File: config.mk
export PLATFORM = sky130hd
export DESIGN_NAME = mem_port_arbiter
export DESIGN_NICKNAME = d
export VERILOG_FILES = /design/src/rtl/mem_port_arbiter.sv
export SDC_FILE = /design/constraint.sdc
export NUM_CORES = 1
export LEC_CHECK = 0
export CAP_MARGIN = 10
export CORE_AREA = 2 2 80 82
export CTS_BUF_LIST = sky130_fd_sc_hd__clkbuf_4
export CTS_CLUSTER_SIZE = 40
export DETAILED_ROUTE_END_ITERATION = 7
export DIE_AREA = 0 0 82 84
export PLACE_DENSITY_LB_ADDON = 0.12
export SLEW_MARGIN = 20
export SYNTH_ARGS = -nofsm -noshare
export SYNTH_HDL_FRONTEND = slang
export SYNTH_SLANG_ARGS = --single-unit
File: constraint.sdc
create_clock -name clk_in -period 2.2 [get_ports clk_in]
set_input_delay 0.22 -clock clk_in [delete_from_list [all_inputs] [get_ports clk_in]]
set_output_delay 0.22 -clock clk_in [all_outputs]
set_load 0.02 [all_outputs]
File: src/rtl/mem_port_arbiter.sv
`default_nettype none
// ============================================================================
// mem_port_arbiter: shares one read-first block RAM between fetch and MEM.
// Optional fetch-fairness streak limiter enabled by macro ARB_FAIR_EN.
// Revision: 1.0
// ============================================================================
module mem_port_arbiter #(
  parameter int ADDR_W     = 12,
  parameter int DATA_W     = 32,
  parameter int RD_LATENCY = 2,
  parameter int MAX_STREAK = 4
) (
  input  logic              clk_in,
  input  logic              rst_n_in,
  input  logic              if_req_in,
  input  logic [ADDR_W-1:0] if_addr_in,
  input  logic              if_flush_in,
  output logic              if_gnt_out,
  output logic              if_rvalid_out,
  output logic [DATA_W-1:0] if_rdata_out,
  input  logic              d_req_in,
  input  logic              d_we_in,
  input  logic [ADDR_W-1:0] d_addr_in,
  input  logic [DATA_W-1:0] d_wdata_in,
  output logic              d_gnt_out,
  output logic              d_rvalid_out,
  output logic [DATA_W-1:0] d_rdata_out,
  output logic              mem_en_out,
  output logic              mem_we_out,
  output logic [ADDR_W-1:0] mem_addr_out,
  output logic [DATA_W-1:0] mem_din_out,
  input  logic [DATA_W-1:0] mem_dout_in
);

  if (RD_LATENCY < 1 || RD_LATENCY > 4 || MAX_STREAK < 1 || MAX_STREAK > 15) begin : g_param_err
    $error("mem_port_arbiter: RD_LATENCY or MAX_STREAK out of range");
  end

  logic w_fetch_ok;
  logic w_force_if;
  logic w_if_gnt;
  logic w_d_gnt;
  logic w_rd_push;
  logic w_last_vld;
  logic w_last_if;

  logic [RD_LATENCY-1:0] r_vld;
  logic [RD_LATENCY-1:0] r_own;
  logic [RD_LATENCY-1:0] w_vld_nxt;
  logic [RD_LATENCY-1:0] w_own_nxt;

  // A flushed fetch is never eligible, so data may take the slot instead.
  assign w_fetch_ok = if_req_in & ~if_flush_in;
  assign w_d_gnt    = d_req_in & ~w_force_if;
  assign w_if_gnt   = w_fetch_ok & (~d_req_in | w_force_if);
  assign w_rd_push  = w_if_gnt | (w_d_gnt & ~d_we_in);

`ifdef ARB_FAIR_EN
  localparam logic [3:0] c_streak_max = 4'(MAX_STREAK);

  logic [3:0] r_streak;
  logic [3:0] w_streak_nxt;

  assign w_force_if = w_fetch_ok & (r_streak == c_streak_max);

  always_comb begin
    w_streak_nxt = r_streak;
    if (w_if_gnt || !if_req_in) begin
      w_streak_nxt = 4'd0;
    end else if (w_d_gnt && !if_flush_in && (r_streak != c_streak_max)) begin
      w_streak_nxt = r_streak + 4'd1;
    end
  end

  always_ff @(posedge clk_in or negedge rst_n_in) begin
    if (!rst_n_in) begin
      r_streak <= 4'd0;
    end else begin
      r_streak <= w_streak_nxt;
    end
  end
`else
  assign w_force_if = 1'b0;
`endif

  // Tracker stage 0 takes the new grant; later stages shift, dropping
  // fetch entries on a flush edge.
  assign w_vld_nxt[0] = w_rd_push;
  assign w_own_nxt[0] = w_if_gnt;

  for (genvar g = 1; g < RD_LATENCY; g++) begin : g_stage
    assign w_vld_nxt[g] = r_vld[g-1] & ~(if_flush_in & r_own[g-1]);
    assign w_own_nxt[g] = r_own[g-1];
  end

  always_ff @(posedge clk_in or negedge rst_n_in) begin
    if (!rst_n_in) begin
      r_vld <= '0;
      r_own <= '0;
    end else begin
      r_vld <= w_vld_nxt;
      r_own <= w_own_nxt;
    end
  end

  assign w_last_vld = r_vld[RD_LATENCY-1];
  assign w_last_if  = r_own[RD_LATENCY-1];

  assign if_gnt_out    = w_if_gnt;
  assign d_gnt_out     = w_d_gnt;
  assign if_rvalid_out = w_last_vld & w_last_if;
  assign d_rvalid_out  = w_last_vld & ~w_last_if;
  assign if_rdata_out  = (w_last_vld & w_last_if)  ? mem_dout_in : '0;
  assign d_rdata_out   = (w_last_vld & ~w_last_if) ? mem_dout_in : '0;

  assign mem_en_out   = w_if_gnt | w_d_gnt;
  assign mem_we_out   = w_d_gnt & d_we_in;
  assign mem_addr_out = w_d_gnt ? d_addr_in : (w_if_gnt ? if_addr_in : '0);
  assign mem_din_out  = (w_if_gnt | w_d_gnt) ? d_wdata_in : '0;

endmodule
`default_nettype wire

==> flow_summary.json, run 1 <==
{
  "post_cts_hold_buffer_count": 0,
  "drive_gt1_share_pct": 4.396,
  "initialDrtViolationCount": 38,
  "clock_latency_reported_for_the_late_side_of_the_worst_skew_pair_ps": 230,
  "final.setup.tns_ps": 0,
  "fp.dieArea_sq_um": 6888,
  "grt_first_pass_wirelength_um": 8797,
  "synth_seq_cells": 4,
  "drc": 0,
  "maximum_number_of_pins_on_one_net_before_global_route_repair": 34,
  "pin_count": 208,
  "final-max-slew-violation-count": 0,
  "clock_tree.buffer_depth": 2,
  "ys_dominant_reg_cell": "sky130_fd_sc_hd__dfrtp_1",
  "first_global_vias": 1831,
  "ir_drop_mv": 0.1303,
  "num-nets-final": 460,
  "synth_to_layout_area_growth_pct": 189.2,
  "period_needed_ps": 2097,
  "fmaxAchievable_mhz": 476.9,
  "worst-path-max-fanout": 11,
  "critical_path.endpoint_type": "output port",
  "synthCells": 166,
  "clkSinkCount": 4,
  "startpoint_type": "input port",
  "initial_utilization_pct": 18.66,
  "antennaDiodeCount": 0,
  "synth_nets": 260,
  "worstHoldPathType": "in2async",
  "met1_usage_pct": 15.46,
  "grt_use_met3_pct": 5.952,
  "cp_class": "in2out",
  "number_of_antenna_violations_at_the_first_check_in_global_routing": 0,
  "synthArstFlopShare_pct": 100.0,
  "die-height_um": 84,
  "outcome": "finished, final reports clean",
  "report.final.hold_viol_count": 0,
  "drv.max_cap_violation_count": 0,
  "global_route.peak_usage_layer": "met2",
  "synth_cell_type_count": 18,
  "reg2regPathDepth": 1,
  "period_share_pct": 95.32,
  "synth.cell_area_sq_um": 1137,
  "inserted_clock_buffers": 3,
  "detail_route.wirelength_um": 6045,
  "post_synth_main_area_contributors": "sky130_fd_sc_hd__a21boi_1 (19%), sky130_fd_sc_hd__and2_1 (19%), sky130_fd_sc_hd__and3_1 (18%), sky130_fd_sc_hd__dfrtp_1 (8.8%), sky130_fd_sc_hd__nand2b_1 (6.6%)",
  "yosys-top-cells-count": "sky130_fd_sc_hd__and2_1 (34), sky130_fd_sc_hd__and3_1 (32), sky130_fd_sc_hd__a21boi_1 (29)",
  "worst-slew-pin-transition_ps": 263.3,
  "post-synth-top-area-fraction_pct": 19.14,
  "detailed_place.area_sq_um": 3263,
  "dieWidth_um": 82,
  "grt_overflow_total": 0,
  "average_wire_per_cell_in_the_routed_design_um": 13.71,
  "p_per_area_nw_per_um2": 256.7,
  "cts_post_setup_buffers_inserted": 0,
  "synth.most_common_cell": "sky130_fd_sc_hd__and2_1",
  "firstDrtPassIters": 4,
  "cts_tree": "built",
  "r2r-start": "r_own[0]",
  "synth.yosys.seq_area_share_pct": 8.801,
  "leakage_nw": 1.389,
  "critPathArrivalTime_ps": 1880,
  "core_util_final_pct": 53.96,
  "yosys_warnings": 0,
  "setup_violating_endpoint_count_in_the_final_report": 0,
  "met2_usage_pct": 31.71,
  "timing.rr.end": "r_vld[1]",
  "grt.total_usage_pct": 16.03,
  "floorplan_core_area_sq_um": 6096,
  "cp.required_ps": 1980,
  "count_of_h_tree_levels_built_during_cts": 1,
  "slew_headroom_pct": 82.39,
  "cts.reportedPaths.clkPinSlew_ps": 40,
  "design_area_sq_um": 3289,
  "startpoint": "d_req_in",
  "reg2reg_setup_slack_ps": 1510,
  "syn_area_per_cell_sq_um": 6.851,
  "rsz0062_at_grt": "false",
  "timing.clock.skew_ps": 0.8729,
  "synth-edff-count": 0,
  "hpwlAfterDp_um": 5259,
  "detailroute.via_count": 1895,
  "rows": 29,
  "globalplace.congestion": 0.7826,
  "post_cts_resized": 0,
  "placement.io_buffers": 207,
  "routed_via_density": 4.297,
  "clock-root-buffer": "sky130_fd_sc_hd__clkbuf_4",
  "final_antenna_net_count": 0,
  "netlist.top_cell.by_area": "sky130_fd_sc_hd__a21boi_1"
}
worst max-delay path by stage:
stage                  endpoint  slack [ps]  cells past startpoint
2_1_floorplan   mem_addr_out[0]         980                      3
4_1_cts         mem_din_out[26]          70                      5
6_report       mem_addr_out[11]         100                      5
5_1_grt        mem_addr_out[11]          10                      5
3_5_place_dp    mem_din_out[26]          70                      5
3_3_place_gp    mem_din_out[28]         100                      5
through the flow:
stage               setup WS, ps  cells  hold WS, ps  total power, mW
floorplan                  977.6    166       -75.59           0.3659
global placement           99.73    438        402.2           0.7642
detailed placement         73.73    438        392.6           0.7647
CTS                        70.66    441        193.6           0.8556
global route               12.46    441        212.6           0.8983
finish                     103.0    441        191.9           0.8445
state kept, by name, indices dropped and copies added, names as in the netlist:
name	flops
r_vld	2
r_own	2
power by group:
part | switching, mW | internal [mW]
Sequential | 0.00482 | 0.0785
Clock | 0.0259 | 0.0608
Combinational | 0.287 | 0.388
Total | 0.317 | 0.527
cells in the final DEF, fill, tap and decap left out, drive strengths merged:
cell,instances
dlymetal6s2s,1
and2,34
o21ai,12
nand2b,13
nor2b,1
and3,32
clkbuf,3
inv,1
nor2,1
clkdlybuf4s50,206
buf,9
nand2,13
mux2i,1
dfrtp,4
a21boi,33
critical path, cell delays in order:
cell and delay, ps:
sky130_fd_sc_hd__clkdlybuf4s50_1 480, sky130_fd_sc_hd__buf_4 200, sky130_fd_sc_hd__nand2b_1 130, sky130_fd_sc_hd__o21ai_0 190, sky130_fd_sc_hd__clkdlybuf4s50_1 650
metal layers:
layer / share of wire [%] / vias to the layer above
li1: - / 961
met1: 34 / 808
met2: 52 / 124
met3: 14 / 2
met4: 0.23 / 0
met5: 0 / -
final cells by class:
cell class              instances  area [sq um]
repair buffers                216          2180
well taps                      77         96.34
inverters                       1         3.754
flip-flops and latches          4         101.3
fillers                       569          2806
clock buffers                   3         22.52
multi-input cells             140         885.9
cell families after synthesis:
logic type             Yosys count  synth area share, %
and+or+nand+nor                 94                49.94
AOI/OAI and AO/OA               45                27.06
DFF                              4                8.801
buffers and inverters           22                13.31
muxes                            1               0.8801
(Power assumes the default switching activity.)
==> run 2: changes to the inputs <==
--- a/config.mk
+++ b/config.mk
@@ -11,8 +11,9 @@
 export CTS_CLUSTER_SIZE = 40
 export DETAILED_ROUTE_END_ITERATION = 7
 export DIE_AREA = 0 0 82 84
-export PLACE_DENSITY_LB_ADDON = 0.12
+export PLACE_DENSITY = 0.8
 export SLEW_MARGIN = 20
 export SYNTH_ARGS = -nofsm -noshare
 export SYNTH_HDL_FRONTEND = slang
 export SYNTH_SLANG_ARGS = --single-unit
+export TNS_END_PERCENT = 1
==> run 2 against run 1 <==
  * Die area did not move
  * Utilization decreased by 0.47 points
  * Clock power increased by 3.5%
  * Largest cell class unchanged
  * Hold slack lost 4.8 ps
  * Final cell count decreased by 0.45%
  * Sequential share of layout area is essentially flat
  * Combinational power is 1% lower
  * Highest routed layer unchanged
  * Cell area shrank 0.87%
  * Count of clock-buffer cells in the layout did not move
  * Sequential cell count unchanged
==> flow_summary.json, run 2 (synthesized netlist as in run 1, its figures left out) <==
{
  "reg2reg_setup_slack_ps": 1560,
  "final_antenna_net_count": 0,
  "fp.dieArea_sq_um": 6888,
  "first_global_vias": 1717,
  "inserted_clock_buffers": 3,
  "hpwlAfterDp_um": 4753,
  "worst-slew-pin-transition_ps": 550.6,
  "average_wire_per_cell_in_the_routed_design_um": 12.86,
  "clock_latency_reported_for_the_late_side_of_the_worst_skew_pair_ps": 230,
  "cp_class": "in2out",
  "path_common_cell": "sky130_fd_sc_hd__clkdlybuf4s50_1",
  "r2r-start": "r_own[0]",
  "report.final.hold_viol_count": 0,
  "worstHoldPathType": "in2async",
  "firstDrtPassIters": 4,
  "rows": 29,
  "period_share_pct": 95.76,
  "postLayoutSetupSlackWorst_ps": 93.24,
  "drive_gt1_share_pct": 3.591,
  "num-nets-final": 458,
  "drv.max_cap_violation_count": 0,
  "critical_path.slowest_cell": "sky130_fd_sc_hd__clkdlybuf4s50_1",
  "critical_path_cell_by_cell": "clkdlybuf4s50_1 > inv_2 > a21boi_0 > clkdlybuf4s50_1",
  "timing.clock.skew_ps": 2.449,
  "instances_no_fill": 439,
  "worst-path-max-fanout": 34,
  "antennaDiodeCount": 0,
  "die-height_um": 84,
  "startpoint_type": "input port",
  "clkSinkCount": 4,
  "clock-root-buffer": "sky130_fd_sc_hd__clkbuf_4",
  "number_of_antenna_violations_at_the_first_check_in_global_routing": 0,
  "initialDrtViolationCount": 40,
  "grt_first_pass_wirelength_um": 8100,
  "leakage_nw": 1.376,
  "slew_headroom_pct": 63.24,
  "grt.total_usage_pct": 14.72,
  "highest_count_cells_in_the_layout_ignoring_fill_and_taps": "sky130_fd_sc_hd__clkdlybuf4s50_1 (206), sky130_fd_sc_hd__and2_1 (34), sky130_fd_sc_hd__and3_1 (32)",
  "outcome": "finished, final reports clean",
  "clock_power_share_pct": 10.7,
  "dieWidth_um": 82,
  "power.switching_fraction_pct": 37.73,
  "cp.required_ps": 1980,
  "p_int_mw": 0.5213,
  "placedCellCount": 436,
  "critical_path.endpoint_type": "output port",
  "report.power.total_mw": 0.8370,
  "pin_count": 208,
  "drc": 0,
  "p_per_area_nw_per_um2": 256.7,
  "routed_via_density": 4.264,
  "p_comb_share_pct": 79.7,
  "cts_tree": "built",
  "cts_post_setup_buffers_inserted": 0,
  "initial_utilization_pct": 18.66,
  "detail_route.wirelength_um": 5645,
  "setup_violating_endpoint_count_in_the_final_report": 0,
  "maximum_number_of_pins_on_one_net_before_global_route_repair": 35,
  "detailedPlace.worstSlack_ps": 56.18,
  "floorplan_core_area_sq_um": 6096,
  "ir_drop_mv": 0.1912,
  "count_of_h_tree_levels_built_during_cts": 1,
  "fmaxAchievable_mhz": 474.7,
  "timing.rr.end": "r_vld[1]",
  "core_util_final_pct": 53.49,
  "cts.reportedPaths.clkPinSlew_ps": 40,
  "reg2regPathDepth": 1,
  "grt_overflow_total": 0,
  "cpPeakStageDelay_ps": 600,
  "placement.io_buffers": 207,
  "critPathArrivalTime_ps": 1890,
  "period_needed_ps": 2107,
  "synth_to_layout_area_growth_pct": 186.7,
  "rsz0062_at_grt": "true",
  "sequentialPowerShare_pct": 9.6,
  "globalplace.congestion": 0.7830,
  "detailroute.via_count": 1872,
  "clock_tree.buffer_depth": 2,
  "fin_hold_ws_ps": 187.1,
  "layout.cells.most_common": "sky130_fd_sc_hd__clkdlybuf4s50_1",
  "final-max-slew-violation-count": 0,
  "power_switching_mw": 0.3158,
  "top_regs": "r_own x2, r_vld x2"
}
run 2: cell count changes in the layout (fill, tap and decap cells not counted):
cell                      previous run  this run
sky130_fd_sc_hd__buf_12              3         2
sky130_fd_sc_hd__buf_4               6         5
sky130_fd_sc_hd__dfrtp_1             3         4
sky130_fd_sc_hd__dfrtp_2             1         0
run 2: repair_timing:
item                                    in CTS  in global routing
hold buffers                                 0                  0
gates resized for setup                      0                  1
endpoints found under the hold margin        0                  0
endpoints found under the setup margin       0                  2
run 2: critical path, delay by kind of cell:
family	cells	cell delay (ps)
compound gates	1	160
buf+inv	3	1490
run 2: worst max path at each step:
stage                            from         endpoint  slack, ps  cells past startpoint
after global routing         d_req_in   mem_din_out[0]         -6                      4
final                        d_req_in   mem_din_out[1]         90                      4
after detailed placement    if_req_in  mem_din_out[14]         60                      5
after floorplan           if_flush_in  mem_addr_out[0]        980                      3
after global placement      if_req_in  mem_din_out[14]         60                      5
after CTS                   if_req_in  mem_din_out[14]         50                      5
run 2: per-layer routing:
metal  share of wire, %  global-route usage (%)  routed length (um)  up-vias
met3                 14                   5.411                 787        4
met1                 34                   14.46                1947      793
met5                  0                       0                   0        -
li1                   -                       -                   -      951
met4               0.81                   3.636                  46        0
met2                 51                   28.09                2863      124
run 2: power groups by stage:
stage / sequential, mW / clock, mW / combinational [mW]
2_1_floorplan: 0.0823 / 0 / 0.284
3_3_place_gp: 0.0810 / 0 / 0.664
3_5_place_dp: 0.0813 / 0 / 0.671
4_1_cts: 0.0803 / 0.0959 / 0.673
5_1_grt: 0.0808 / 0.104 / 0.709
6_report: 0.0803 / 0.0897 / 0.667
run 2: through the flow:
step                      area, sq um  setup TNS (ps)
after floorplan                  1137               0
after global placement           3236               0
after detailed placement         3236               0
after CTS                        3258               0
after global routing             3261          -5.810
final                            3261               0
run 2: cell type report:
cell class                 count  area [sq um]
tap                           77         96.34
fill                         573          2835
sequential                     4         100.1
timing repair buffer         214          2152
multi-input combinational    140         885.9
inverter                       1         3.754
clock buffer                   3         22.52
